**src/rtl/rf_write_arbiter_pkg.sv**
```systemverilog
// Shared widths and write-port FSM encoding for the register-file write arbiter.
package rf_write_arbiter_pkg;

  localparam int unsigned REG_W = 32;
  localparam int unsigned IDX_W = 5;
  localparam int unsigned NREG  = 32;

  typedef enum logic {
    StIdle  = 1'b0,
    StWrite = 1'b1
  } wr_state_e;

  // Register 0 is hardwired, so index 0 never reserves, clears or stalls.
  function automatic logic idx_nz(input logic [IDX_W-1:0] idx);
    return idx != '0;
  endfunction

endpackage

```
**src/rtl/rf_scoreboard.sv**
```systemverilog
// Pending-write bitmap: set on reservation, cleared on writeback transfer, plus operand hazard check.
module rf_scoreboard
  import rf_write_arbiter_pkg::*;
(
  input  logic             clk_i,
  input  logic             rst_ni,
  input  logic             set_valid_i,
  input  logic [IDX_W-1:0] set_idx_i,
  input  logic             clr_valid_i,
  input  logic [IDX_W-1:0] clr_idx_i,
  input  logic [IDX_W-1:0] chk_ra_i,
  input  logic [IDX_W-1:0] chk_rb_i,
  input  logic [IDX_W-1:0] chk_rd_i,
  output logic [NREG-1:0]  busy_o,
  output logic             stall_o
);

  logic [NREG-1:0] busy_q, busy_d;

  // Set is applied after clear so a same-edge reservation wins.
  always_comb begin
    busy_d = busy_q;
    if (clr_valid_i && idx_nz(clr_idx_i)) begin
      busy_d[clr_idx_i] = 1'b0;
    end
    if (set_valid_i && idx_nz(set_idx_i)) begin
      busy_d[set_idx_i] = 1'b1;
    end
  end

  always_ff @(posedge clk_i or negedge rst_ni) begin
    if (!rst_ni) begin
      busy_q <= '0;
    end else begin
      busy_q <= busy_d;
    end
  end

  always_comb begin
    stall_o = (busy_q[chk_ra_i] && idx_nz(chk_ra_i)) ||
              (busy_q[chk_rb_i] && idx_nz(chk_rb_i)) ||
              (busy_q[chk_rd_i] && idx_nz(chk_rd_i));
  end

  assign busy_o = busy_q;

endmodule

```
**src/rtl/rf_write_arbiter.sv**
```systemverilog
// Arbitrates ALU and MEM writebacks onto a single register-file write port, one cycle after accept.
module rf_write_arbiter
  import rf_write_arbiter_pkg::*;
#(
  parameter bit RR_EN = 1'b1
) (
  input  logic             clock,
  input  logic             reset_n,
  input  logic             alu_valid,
  output logic             alu_ready,
  input  logic [IDX_W-1:0] alu_rd,
  input  logic [REG_W-1:0] alu_data,
  input  logic             mem_valid,
  output logic             mem_ready,
  input  logic [IDX_W-1:0] mem_rd,
  input  logic [REG_W-1:0] mem_data,
  input  logic             rsv_valid,
  input  logic [IDX_W-1:0] rsv_rd,
  input  logic [IDX_W-1:0] chk_ra,
  input  logic [IDX_W-1:0] chk_rb,
  input  logic [IDX_W-1:0] chk_rd,
  output logic             chk_stall,
  output logic             rf_le,
  output logic [IDX_W-1:0] rf_rw,
  output logic [REG_W-1:0] rf_pw,
  output logic [NREG-1:0]  busy
);

  wr_state_e        state_q, state_d;
  logic             ptr_q, ptr_d;  // 0: ALU wins next contention, 1: MEM wins
  logic [IDX_W-1:0] rw_q, rw_d;
  logic [REG_W-1:0] pw_q, pw_d;
  logic             alu_gnt, mem_gnt, xfer;
  logic [IDX_W-1:0] sel_rd;
  logic [REG_W-1:0] sel_data;

  // Grants are gated by reset so no output toggles while reset_n is low.
  always_comb begin
    alu_gnt = 1'b0;
    mem_gnt = 1'b0;
    if (reset_n) begin
      if (alu_valid && mem_valid) begin
        if (RR_EN && ptr_q) begin
          mem_gnt = 1'b1;
        end else begin
          alu_gnt = 1'b1;
        end
      end else begin
        alu_gnt = alu_valid;
        mem_gnt = mem_valid;
      end
    end
  end

  assign alu_ready = alu_gnt;
  assign mem_ready = mem_gnt;
  assign xfer      = alu_gnt || mem_gnt;
  assign sel_rd    = mem_gnt ? mem_rd   : alu_rd;
  assign sel_data  = mem_gnt ? mem_data : alu_data;

  always_comb begin
    ptr_d   = ptr_q;
    state_d = StIdle;
    rw_d    = rw_q;
    pw_d    = pw_q;
    if (xfer) begin
      ptr_d = alu_gnt;
    end
    if (xfer && idx_nz(sel_rd)) begin
      state_d = StWrite;
      rw_d    = sel_rd;
      pw_d    = sel_data;
    end
  end

  always_ff @(posedge clock or negedge reset_n) begin
    if (!reset_n) begin
      state_q <= StIdle;
      ptr_q   <= 1'b0;
      rw_q    <= '0;
      pw_q    <= '0;
    end else begin
      state_q <= state_d;
      ptr_q   <= ptr_d;
      rw_q    <= rw_d;
      pw_q    <= pw_d;
    end
  end

  assign rf_le = (state_q == StWrite);
  assign rf_rw = rw_q;
  assign rf_pw = pw_q;

  rf_scoreboard u_scoreboard (
    .clk_i       (clock),
    .rst_ni      (reset_n),
    .set_valid_i (rsv_valid),
    .set_idx_i   (rsv_rd),
    .clr_valid_i (xfer),
    .clr_idx_i   (sel_rd),
    .chk_ra_i    (chk_ra),
    .chk_rb_i    (chk_rb),
    .chk_rd_i    (chk_rd),
    .busy_o      (busy),
    .stall_o     (chk_stall)
  );

endmodule

```
**config.mk**
```make
export PLATFORM = sky130hd
export DESIGN_NAME = rf_write_arbiter
export DESIGN_NICKNAME = d
export VERILOG_FILES = /design/src/rtl/rf_write_arbiter_pkg.sv /design/src/rtl/rf_scoreboard.sv /design/src/rtl/rf_write_arbiter.sv
export SDC_FILE = /design/constraint.sdc
export NUM_CORES = 1
export LEC_CHECK = 0
export ABC_CLOCK_PERIOD_IN_PS = 4600
export CAP_MARGIN = 15
export CORE_MARGIN = 2
export CORE_UTILIZATION = 47
export CTS_CLUSTER_DIAMETER = 120
export DETAILED_ROUTE_END_ITERATION = 7
export HOLD_SLACK_MARGIN = 0.06
export MAX_ROUTING_LAYER = met4
export PLACE_DENSITY_LB_ADDON = 0.15
export SYNTH_ARGS = -nofsm -noshare
export SYNTH_HDL_FRONTEND = slang
export SYNTH_SLANG_ARGS = --single-unit
export TNS_END_PERCENT = 1
```
**constraint.sdc**
```tcl
create_clock -name clock -period 4.6 [get_ports clock]
set_input_delay 0.69 -clock clock [delete_from_list [all_inputs] [get_ports clock]]
set_output_delay 0.69 -clock clock [all_outputs]
set_load 0.01 [all_outputs]
```
==> results.py, run 1 <==
metrics = {
    "timing": {
        "fin_crit_ns": 4.15,
        "skew_ns": 0.00722,
        "tightest_slew_ns": 0.920,
        "setup_viol": 0,
        "timing.fmax_mhz": 241,
        "slew_headroom": 0.387,
        "rsz0062_at_grt": "no",
        "setup-tns-final_ns": 0,
        "period_share": 0.902,
        "slew_violations": 0,
        "final_hold_viol_count": 0,
    },
    "routing": {
        "route.final.wire_length_mm": 12.2,
        "ant_nets": 0,
        "wire_per_inst_um": 18.4,
        "routed-wl-met3_mm": 1.11,
        "drt_first_iter_violations": 191,
        "top_layer": "met4",
        "drt-vias-per-instance": 5.88,
        "route.met2.wl_mm": 5.96,
        "first_pass_iters": 5,
        "drc_errors": 0,
        "wl_met1_mm": 4.96,
        "num_vias": 3910,
    },
    "placed_design": {
        "place_inst": 649,
        "port_buffers": 171,
        "hpwl_mm": 9.14,
        "gp_congestion": 0.883,
    },
    "worst_setup_path": {
        "crit_start": "chk_rd[0]",
        "path_class": "in -> out",
        "cp-start-kind": "primary input",
        "crit_fanout": 10,
        "end_kind": "primary output",
        "crit_required_ns": 3.91,
        "arrival_ns": 3.46,
        "r2r_end": "rf_pw[22]",
        "ff2ff_path_depth": 5,
        "max_stage_delay_ns": 0.75,
        "cp_cell_sequence": "clkdlybuf4s50_1 -> mux4_1 -> mux2_2 -> a311o_1 -> a221oi_2 -> nand3_1 -> clkdlybuf4s50_1",
        "critical_path.most_common_cell": "clkdlybuf4s50_1",
        "r2r_start": "ptr_q",
        "rrSetupSlack_ns": 1.96,
        "slowest_stage": "clkdlybuf4s50_1",
    },
    "logic_synthesis": {
        "avgSynthCellArea_um2": 10.5,
        "ys_types": 40,
        "syn_nets": 490,
        "syn_area_um2": 4100,
        "ys.warnings.count": 0,
        "netlist_instances": 391,
        "ys_async_sr_fraction": 1.00,
        "synth_edf_count": 0,
        "synth_top_area_frac": 0.433,
        "seq_area_frac_synth": 0.433,
        "synth_common_cells": "77 x o21ai_0, 71 x dfrtp_1, 50 x mux2i_1, 42 x nand2_1, 24 x o31ai_1",
        "yosysMostFrequentCell": "o21ai_0",
        "synth.ff_latch_count": 71,
        "synth_area_leaders": "dfrtp_1 43%, mux2i_1 12%, o21ai_0 9.4%",
        "synth_top_area_cell": "dfrtp_1",
        "synth-main-ff-cell": "dfrtp_1",
    },
    "final_layout": {
        "num_antenna_cells": 0,
        "fin_cells": 665,
        "fill_cells": 651,
        "drive_above_1_share": 0.0826,
        "area_growth_pct": 49.4,
        "final_nets": 651,
    },
    "clock_tree": {
        "cts.reportedPaths.clkPinSlew_ns": 0.08,
        "clock_latency_ns": 0.35,
        "clock-sinks": 71,
        "cts_tree": "done",
        "cts-resized-gates": 0,
        "hold_buffers": 0,
        "htreeDepth": 3,
        "cts.path.max_buffers": 2,
        "numCtsBuffers": 9,
        "postCtsSetupBuffers": 0,
        "cts-root-buf": "clkbuf_8",
    },
    "floorplan": {
        "die_area_um2": 9490,
        "io_pins": 172,
        "fp.dieW_um": 97.4,
        "die_h_um": 97.4,
        "core-area_um2": 8590,
        "initial_core_util": 0.477,
        "fp-row-count": 34,
    },
    "global_route": {
        "grt_max_degree": 75,
        "grt_pass1_vias": 3914,
        "antenna_found_initial": 0,
        "grt-ovfl-total": 0,
        "grt_pass1_wl_mm": 19.9,
        "grt.total_usage": 0.270,
    },
    "min_path": {
        "min_path_type": "reg -> reg",
        "min-delay-start": "u_scoreboard.busy_o[0]",
        "hold_end": "u_scoreboard.busy_o[0]",
        "hold-path-cell-count": 0,
    },
    "power": {
        "leakage_nw": 2.60,
        "p_per_area_nw_per_um2": 376,
        "ir_worst_vdd_v": 0.000175,
    },
    "run_status": {
        "status": "complete, no violations",
    },
    "job": {
        "maxCapViolations": 0,
    },
}
## cell type report
type                            count  area (um2)  area share
Clock buffer                       11         151      0.0247
Timing Repair Buffer              175        1740       0.284
Clock inverter                      5         104      0.0170
Sequential cell                    71        1780       0.290
Multi-Input combinational cell    289        2200       0.359
Inverter                            6        22.5     0.00368
Tap cell                          108         135      0.0221
## worst max-delay path by stage
stage                      endpoint  slack, ns  cells after the start
after detailed placement  chk_stall       0.48                      7
after CTS                 chk_stall       0.47                      7
after global routing      chk_stall       0.38                      7
after floorplan           chk_stall       1.67                      6
final                     chk_stall       0.45                      7
after global placement    chk_stall       0.49                      7
## worst max-delay path, delay by kind of cell
kind / cells / cell delay, ns
muxes: 2 / 0.88
buffers and inverters: 2 / 1.24
and+or+nand+nor: 1 / 0.11
AOI/OAI and AO/OA: 2 / 0.55
## layer usage
layer  vias to the layer above  global-route usage
met5                         -                   -
met4                         0              0.0919
met3                        23              0.0568
met2                       215               0.437
met1                      1875               0.340
li1                       1797                   -
## layout by cell type (no fill, tap or decap), types with 2 or more instances in the layout
cell type / instances
bufinv_16: 3
mux2i_1: 50
o21ai_0: 77
nor2_1: 11
nand2b_1: 2
nand2_1: 42
o21ai_1: 3
nor3_1: 2
a21o_1: 2
clkdlybuf4s50_1: 170
mux4_2: 14
o22ai_1: 2
mux2_2: 4
dfrtp_1: 71
nand3_1: 9
clkbuf_8: 11
nor3b_1: 8
inv_1: 6
buf_4: 5
mux4_1: 4
a21oi_1: 3
a31oi_1: 3
nand3b_1: 9
or3b_2: 2
a211oi_1: 3
o31ai_1: 23
## state kept, by name, summed over array words and instances (netlist names)
| register | flops |
|---|---|
| rf_rw | 5 |
| ptr_q | 1 |
| rf_pw | 32 |
| rf_le | 1 |
| u_scoreboard.busy_o | 32 |
## metrics by stage
step	worst slack (ns)	utilization	cell area, um2	hold WS, ns	total power, W
2_1_floorplan	1.67	-	4100	0.394	0.00121
3_3_place_gp	0.493	0.683	5870	0.420	0.00166
3_5_place_dp	0.478	0.683	5870	0.413	0.00168
4_1_cts	0.467	0.713	6130	0.430	0.00231
5_1_grt	0.381	0.713	6130	0.444	0.00241
6_report	0.449	0.713	6130	0.425	0.00230
## report_power, final
part / leakage [nW] / internal (W) / switching (W)
Sequential: 0.864 / 0.000746 / 0.000144
Combinational: 1.61 / 0.000465 / 0.000319
Clock: 0.130 / 0.000390 / 0.000240
Total: 2.60 / 0.00160 / 0.000702
## cell families after synthesis
group | synth area share
simple gates | 0.110
compound gates | 0.184
buf+inv | 0.0366
mux | 0.236
flops | 0.433
Power figures use the tool's default switching activity.
==> run 2, diff against run 1 <==
--- a/config.mk
+++ b/config.mk
@@ -5,10 +5,10 @@
 export SDC_FILE = /design/constraint.sdc
 export NUM_CORES = 1
 export LEC_CHECK = 0
-export ABC_CLOCK_PERIOD_IN_PS = 4600
+export ABC_CLOCK_PERIOD_IN_PS = 4400
 export CAP_MARGIN = 15
-export CORE_MARGIN = 2
-export CORE_UTILIZATION = 47
+export CORE_MARGIN = 3
+export CORE_UTILIZATION = 43
 export CTS_CLUSTER_DIAMETER = 120
 export DETAILED_ROUTE_END_ITERATION = 7
 export HOLD_SLACK_MARGIN = 0.06
==> constraint.sdc (replaced) <==
create_clock -name clock -period 4.4 [get_ports clock]
set_input_delay 0.66 -clock clock [delete_from_list [all_inputs] [get_ports clock]]
set_output_delay 0.66 -clock clock [all_outputs]
set_load 0.01 [all_outputs]
==> run 2 against run 1 <==
  * Die area rose by 13%
  * Via count fell by 0.72%
  * Global-route usage fell by 1.8 points
  * Final area rose by 0.61%
  * Count of clock-buffer cells in the layout fell by 1
  * Critical path depth did not move
  * Cell count rose by 3.8%
  * Sequential share of layout area fell by 0.18 points
  * Critical endpoint unchanged
  * Highest routed layer unchanged
==> results.py, run 2 (synthesis results as in run 1) <==
metrics = {
    "job": {
        "maxCapViolations": 0,
    },
    "timing": {
        "rsz0062_at_grt": "no",
        "slew_headroom": 0.412,
        "skew_ns": 0.0113,
        "final_hold_viol_count": 0,
        "tightest_slew_ns": 0.878,
        "timing.fmax_mhz": 253,
        "period_share": 0.897,
        "fin_ws_ns": 0.452,
        "setup_viol": 0,
        "setup-tns-final_ns": 0,
        "fin_crit_ns": 3.95,
        "slew_violations": 0,
    },
    "worst_setup_path": {
        "r2r_start": "ptr_q",
        "cp-start-kind": "primary input",
        "crit_required_ns": 3.74,
        "path_class": "in -> out",
        "r2r_end": "u_scoreboard.busy_o[2]",
        "arrival_ns": 3.29,
        "crit_fanout": 4,
        "end_kind": "primary output",
        "rrSetupSlack_ns": 1.77,
        "ff2ff_path_depth": 6,
        "crit_start": "chk_rd[0]",
    },
    "final_layout": {
        "final_nets": 655,
        "drive_above_1_share": 0.0873,
        "fill_cells": 766,
        "final_common_cell": "clkdlybuf4s50_1",
        "final_cell_mix": "170 x clkdlybuf4s50_1, 77 x o21ai_0, 71 x dfrtp_1",
        "num_antenna_cells": 0,
        "area_growth_pct": 50.3,
    },
    "clock_tree": {
        "hold_buffers": 0,
        "clock-sinks": 71,
        "cts.path.max_buffers": 2,
        "clock_latency_ns": 0.35,
        "cts-root-buf": "clkbuf_8",
        "cts_tree": "done",
        "postCtsSetupBuffers": 0,
        "htreeDepth": 3,
        "cts-resized-gates": 0,
        "numCtsBuffers": 9,
        "cts.reportedPaths.clkPinSlew_ns": 0.08,
    },
    "placed_design": {
        "dp_slack_ns": 0.488,
        "port_buffers": 171,
        "gp_congestion": 0.950,
        "hpwl_mm": 10.0,
    },
    "global_route": {
        "grt_max_degree": 75,
        "grt-ovfl-total": 0,
        "grt.total_usage": 0.252,
        "antenna_found_initial": 0,
        "grt_pass1_vias": 3968,
        "grt_pass1_wl_mm": 21.2,
    },
    "power": {
        "p_per_area_nw_per_um2": 386,
        "fin_total_pwr_w": 0.00238,
        "ir_worst_vdd_v": 0.000155,
        "leakage_nw": 2.61,
    },
    "run_status": {
        "status": "complete, no violations",
    },
    "floorplan": {
        "fp-row-count": 35,
        "die_h_um": 104,
        "core-area_um2": 9240,
        "die_area_um2": 10700,
        "fp.dieW_um": 104,
        "io_pins": 172,
        "initial_core_util": 0.444,
    },
    "routing": {
        "route.final.wire_length_mm": 13.0,
        "drt_first_iter_violations": 274,
        "first_pass_iters": 5,
        "ant_nets": 0,
        "num_vias": 3882,
        "wire_per_inst_um": 18.8,
        "drt-vias-per-instance": 5.63,
        "drc_errors": 0,
    },
    "min_path": {
        "min_path_type": "in -> async",
    },
}
==> run 2: cell count changes in the layout (fill, tap and decap cells not counted), sizes merged <==
cell    delta
buf        +4
clkinv     +1
clkbuf     -1
==> run 2: final cells by class <==
cell class / instances / area [um2] / share of cell area
Multi-Input combinational cell: 289 / 2200 / 0.356
Sequential cell: 71 / 1780 / 0.288
Timing Repair Buffer: 179 / 1770 / 0.287
Clock buffer: 10 / 128 / 0.0207
Clock inverter: 6 / 109 / 0.0177
Inverter: 6 / 22.5 / 0.00365
Tap cell: 129 / 161 / 0.0262
==> run 2: layer usage <==
layer | vias up | share of wire | track usage
li1 | 1803 | - | -
met1 | 1861 | 0.41 | 0.313
met2 | 196 | 0.47 | 0.393
met3 | 22 | 0.10 | 0.0885
met4 | 0 | 0.018 | 0.0712
met5 | - | 0 | -
==> run 2: report_power, final <==
part	total, W	internal (W)	switching [W]
registers	0.000931	0.000779	0.000152
logic	0.000824	0.000488	0.000336
clock network	0.000626	0.000376	0.000250
==> run 2: worst max-delay path by stage <==
stage / cells after the start / slack (ns) / end
2_1_floorplan: 6 / 1.53 / chk_stall
3_3_place_gp: 7 / 0.51 / chk_stall
3_5_place_dp: 7 / 0.49 / chk_stall
4_1_cts: 7 / 0.48 / chk_stall
5_1_grt: 7 / 0.34 / chk_stall
6_report: 7 / 0.45 / chk_stall
==> run 2: metrics by stage <==
step	area [um2]	utilization	hold slack, ns	std cells
after global placement	5930	0.641	0.417	674
after detailed placement	5930	0.641	0.422	674
after CTS	6160	0.667	0.112	690
after global routing	6160	0.667	0.103	690
final	6160	0.667	0.120	690
after floorplan	4100	-	0.364	391
==> run 2: worst max-delay path, cell delays in order <==
cell             delay [ns]
clkdlybuf4s50_1        0.64
mux4_1                 0.59
mux2_2                 0.28
a311o_1                0.36
a221oi_2               0.17
nand3_1                0.10
clkdlybuf4s50_1        0.48
==> edit 1 (flow settings as in run 2) <==
Change the parameter `RR_EN` from 1'b1 to 1'b0.
--- a/src/rtl/rf_write_arbiter.sv
+++ b/src/rtl/rf_write_arbiter.sv
@@ -2,7 +2,7 @@
 module rf_write_arbiter
   import rf_write_arbiter_pkg::*;
 #(
-  parameter bit RR_EN = 1'b1
+  parameter bit RR_EN = 1'b0
 ) (
   input  logic             clock,
   input  logic             reset_n,
Behaviour: not the same (Yosys sat finds a counterexample within 4 cycles, from zero or initial values and one cycle with reset_n low).
==> edit 1 against run 2 <==
  * Routed wire length down 4.6%
  * Core utilization is 0.54 points higher
  * Total power decreased by 7.9%
  * Area after synthesis shrank 0.58%
  * First-iteration DRC count is 17% lower
  * Cell area down 2.1%
  * Setup slack better by 0.13 ns
  * Sequential cell count fell by 1
  * Highest routed layer unchanged
==> edit 1: results (changes against run 2) <==
[outcome]
outcome=complete, no violations

[placed_design]
hpwl_um=9560  ; -4.4%
dp_slack_ns=0.563  ; +0.0748 ns
place_inst=680  ; +0.89%
place_area_um2=5840  ; -1.5%
gp_congestion=0.924  ; -2.7%

[power_and_ir_drop]
ir_worst_vdd_mv=0.219  ; +41%
leakagePower_nw=2.56  ; -1.9%

[logic_synthesis]
synthDistinctLibCells=46  ; +15%
ys_seq_area_share_pct=43.0  ; -0.36 points
syn_inst=399  ; +2.0%
syn_nets=498  ; +1.6%
synthFlopType=dfrtp_1
synthTopCellsByCount=o21ai_0, dfrtp_1, mux2i_1
synth_area_leaders=dfrtp_1, mux2i_1, o21ai_0, mux4_2, nand2_1

[routing]
vias=3894  ; +0.31%
wire_per_inst_um=17.8  ; -5.4%
drt_iter0_markers=227  ; -17%
drt_pass1_iterations=4  ; -1

[hold_path]
hp-class=in -> async

[timing]
worstMarginPinSlew_ns=0.822  ; -0.0562 ns
skew_ns=0  ; -0.0113 ns

[global_route]
grt_start_max_net_pins=67  ; -11%
globalRouteTotalUtil_pct=24.6  ; -0.54 points
grt_pass1_vias=3941  ; -0.68%
grt_pass1_wl_um=19700  ; -6.8%

[worst_setup_path]
arrival_ns=3.16  ; -0.13 ns
worstPathMaxFanout=14  ; +10
cpPeakStageDelay_ns=0.86  ; +0.22 ns
crit_family=buffers and inverters

[clock_tree]
clock_path_buffers=2  ; unchanged
cts_root_buf=clkbuf_8
cts_buffers=9  ; unchanged
h-tree-depth=3  ; unchanged
clk_latency_ns=0.34

[layout]
layoutNonFillerInstCount=696  ; +0.87%
drive_gt1_share_pct=8.07  ; -0.66 points
layout.nets=664  ; +1.4%

## edit 1: metal layers
layer | global-route usage (%) | vias up | wire [um]
met5 | - | - | 0
met4 | 8.67 | 0 | 208
met3 | 6.77 | 15 | 1070
met2 | 39.1 | 179 | 6080
met1 | 30.3 | 1884 | 5040
li1 | - | 1816 | -
## edit 1: worst paths after layout
| path | cells after the start | slack, ns | startpoint | to |
|---|---|---|---|---|
| setup / recovery | 8 | 0.58 | chk_ra[2] | chk_stall |
| hold / removal | 1 | 0.15 | reset_n | rf_pw[10] |
| setup reg to reg | 2 | 3.57 | u_scoreboard.busy_o[1] | u_scoreboard.busy_o[1] |
| hold reg to reg | 0 | 0.46 | u_scoreboard.busy_o[0] | u_scoreboard.busy_o[0] |
| max in group asynchronous | 2 | 3.19 | reset_n | u_scoreboard.busy_o[4] |
| min in group clock | 0 | 0.46 | u_scoreboard.busy_o[0] | u_scoreboard.busy_o[0] |
## edit 1: report_power, final
group / internal [mW] / total [mW] / leakage, nW / switching [mW]
Clock: 0.262 / 0.514 / 0.0914 / 0.252
Combinational: 0.457 / 0.765 / 1.62 / 0.309
Sequential: 0.765 / 0.915 / 0.853 / 0.150
Total: 1.48 / 2.19 / 2.56 / 0.710
## edit 1: final cells by class
| type | count | area (um2) |
|---|---|---|
| clock buffers | 9 | 124 |
| clock inverters | 7 | 75.1 |
| fillers | 723 | 2940 |
| inverters | 3 | 11.3 |
| multi-input cells | 303 | 2160 |
| flip-flops and latches | 70 | 1750 |
| well taps | 126 | 158 |
| repair buffers | 178 | 1760 |
## edit 1: cells by family (layout without fill, tap and decap cells)
kind of cell,Yosys count,count (layout),synth area share (%)
multiplexers,70,70,22.0
AND/OR/NAND/NOR,112,112,14.8
buffers and inverters,26,197,4.14
AO/OA/AOI/OAI,121,121,16.1
flip-flops,70,70,43.0
==> edit 2 (settings of run 2) <==
Made on the original files. `pw_q` no longer has a reset.
--- a/src/rtl/rf_write_arbiter.sv
+++ b/src/rtl/rf_write_arbiter.sv
@@ -78,13 +78,15 @@
       state_q <= StIdle;
       ptr_q   <= 1'b0;
       rw_q    <= '0;
-      pw_q    <= '0;
     end else begin
       state_q <= state_d;
       ptr_q   <= ptr_d;
       rw_q    <= rw_d;
-      pw_q    <= pw_d;
     end
+  end
+
+  always_ff @(posedge clock) begin
+    pw_q <= pw_d;
   end
 
   assign rf_le = (state_q == StWrite);
Check against the original RTL: differs if reset_n is asserted again (counterexample within 4 cycles, from zero or initial values and one cycle with reset_n low); with reset_n held inactive, the same outputs for 4 cycles.
==> edit 2 against run 2 <==
  * Setup slack improved by 0.015 ns
  * Routed wire length rose by 2.0%
  * Total power fell by 2.7%
  * Cell area fell by 0.24%
  * Sequential cell count did not move
  * Core utilization fell by 0.48 points
  * Area after synthesis rose by 0.82%
  * Maximum frequency rose by 0.39%
==> edit 2: results (changes against run 2) <==
[worst_setup_path]
r2r_slack_ns=2.12  ; +0.35 ns
cpPeakStageDelay_ns=0.75  ; +0.11 ns
arrival_ns=3.27  ; -0.02 ns
startpoint=chk_ra[1]

[placed_design]
hpwl_um=9830  ; -1.7%
dp_slack_ns=0.482  ; -0.00584 ns
place_inst=692  ; +2.7%
gp_congestion=0.861  ; -9.3%

[logic_synthesis]
synth-async-reset-ratio_pct=54.9  ; -45 points
syn_inst=408  ; +4.3%
syn_nets=507  ; +3.5%
synth_edf_count=32  ; +32
synthTopCellsByCount=nand2_1, dfrtp_1, o21ai_0
synth_area_leaders=dfrtp_1, edfxtp_1, nand2_1, o31ai_1, mux4_2
synthDistinctLibCells=54  ; +35%

[global_route]
grt_start_max_net_pins=37  ; -51%
grt_pass1_vias=3941  ; -0.68%
globalRouteTotalUtil_pct=24.8  ; -0.43 points
grt_pass1_wl_um=20900  ; -1.3%

[routing]
routed_wirelength_um=13200  ; +2.0%
drt_pass1_iterations=5  ; unchanged
wire_per_inst_um=18.7  ; -0.61%
avgViaCountPerCell=5.68  ; +0.97%

[power_and_ir_drop]
ir_worst_vdd_mv=0.224  ; +44%
leakagePower_nw=2.44  ; -6.7%

[layout]
drive_gt1_share_pct=7.77  ; -0.96 points
layout.nets=673  ; +2.7%

[timing]
slew_headroom_pct=41.0  ; -0.16 points
skew_ns=0.0120  ; +0.000637 ns

[outcome]
outcome=complete, no violations

## edit 2: metrics by stage
step / hold slack (ns) / instance area (um2) / util [%]
final: 0.256 / 6150 / 66.2
after floorplan: 0.364 / 4140 / -
after global placement: 0.364 / 5910 / 63.7
after global routing: 0.261 / 6150 / 66.2
after detailed placement: 0.368 / 5910 / 63.7
after CTS: 0.246 / 6150 / 66.2
## edit 2: worst max-delay path by stage
stage | to | slack, ns
floorplan | chk_stall | 1.83
global placement | chk_stall | 0.52
detailed placement | chk_stall | 0.48
CTS | chk_stall | 0.47
global route | chk_stall | 0.35
finish | chk_stall | 0.47
## edit 2: layout make-up
type	instances	area, um2
Sequential cell	71	1940
Multi-Input combinational cell	306	2030
Timing Repair Buffer	177	1750
Inverter	9	33.8
Clock buffer	11	131
Fill cell	762	3140
Clock inverter	5	106
Tap cell	129	161
## edit 2: kinds of logic (layout without fill, tap and decap cells)
group	Yosys count	count (layout)	synth area share, %
compound gates	107	107	17.3
buf+inv	31	202	4.15
flops	71	71	46.8
mux	40	40	13.7
simple gates	159	159	17.9
## edit 2: metal layers
layer / track usage (%) / wire length, um / up-vias
met5: - / 0 / -
met3: 5.28 / 767 / 22
met1: 30.7 / 5560 / 1977
met4: 8.45 / 269 / 0
li1: - / - / 1861
met2: 40.4 / 6640 / 162
## edit 2: power breakdown
group	switching [mW]	internal (mW)	total, mW
registers	0.150	0.807	0.958
logic	0.306	0.424	0.731
clock network	0.250	0.378	0.629
## edit 2: worst reg2reg max path, cell delays in order, from the launching register on
cell,delay [ns]
dfrtp_1,0.41
nand2b_1,0.26
nand2_4,0.21
mux2i_1,0.38
o21ai_2,0.18
inv_1,0.09
buf_4,0.39
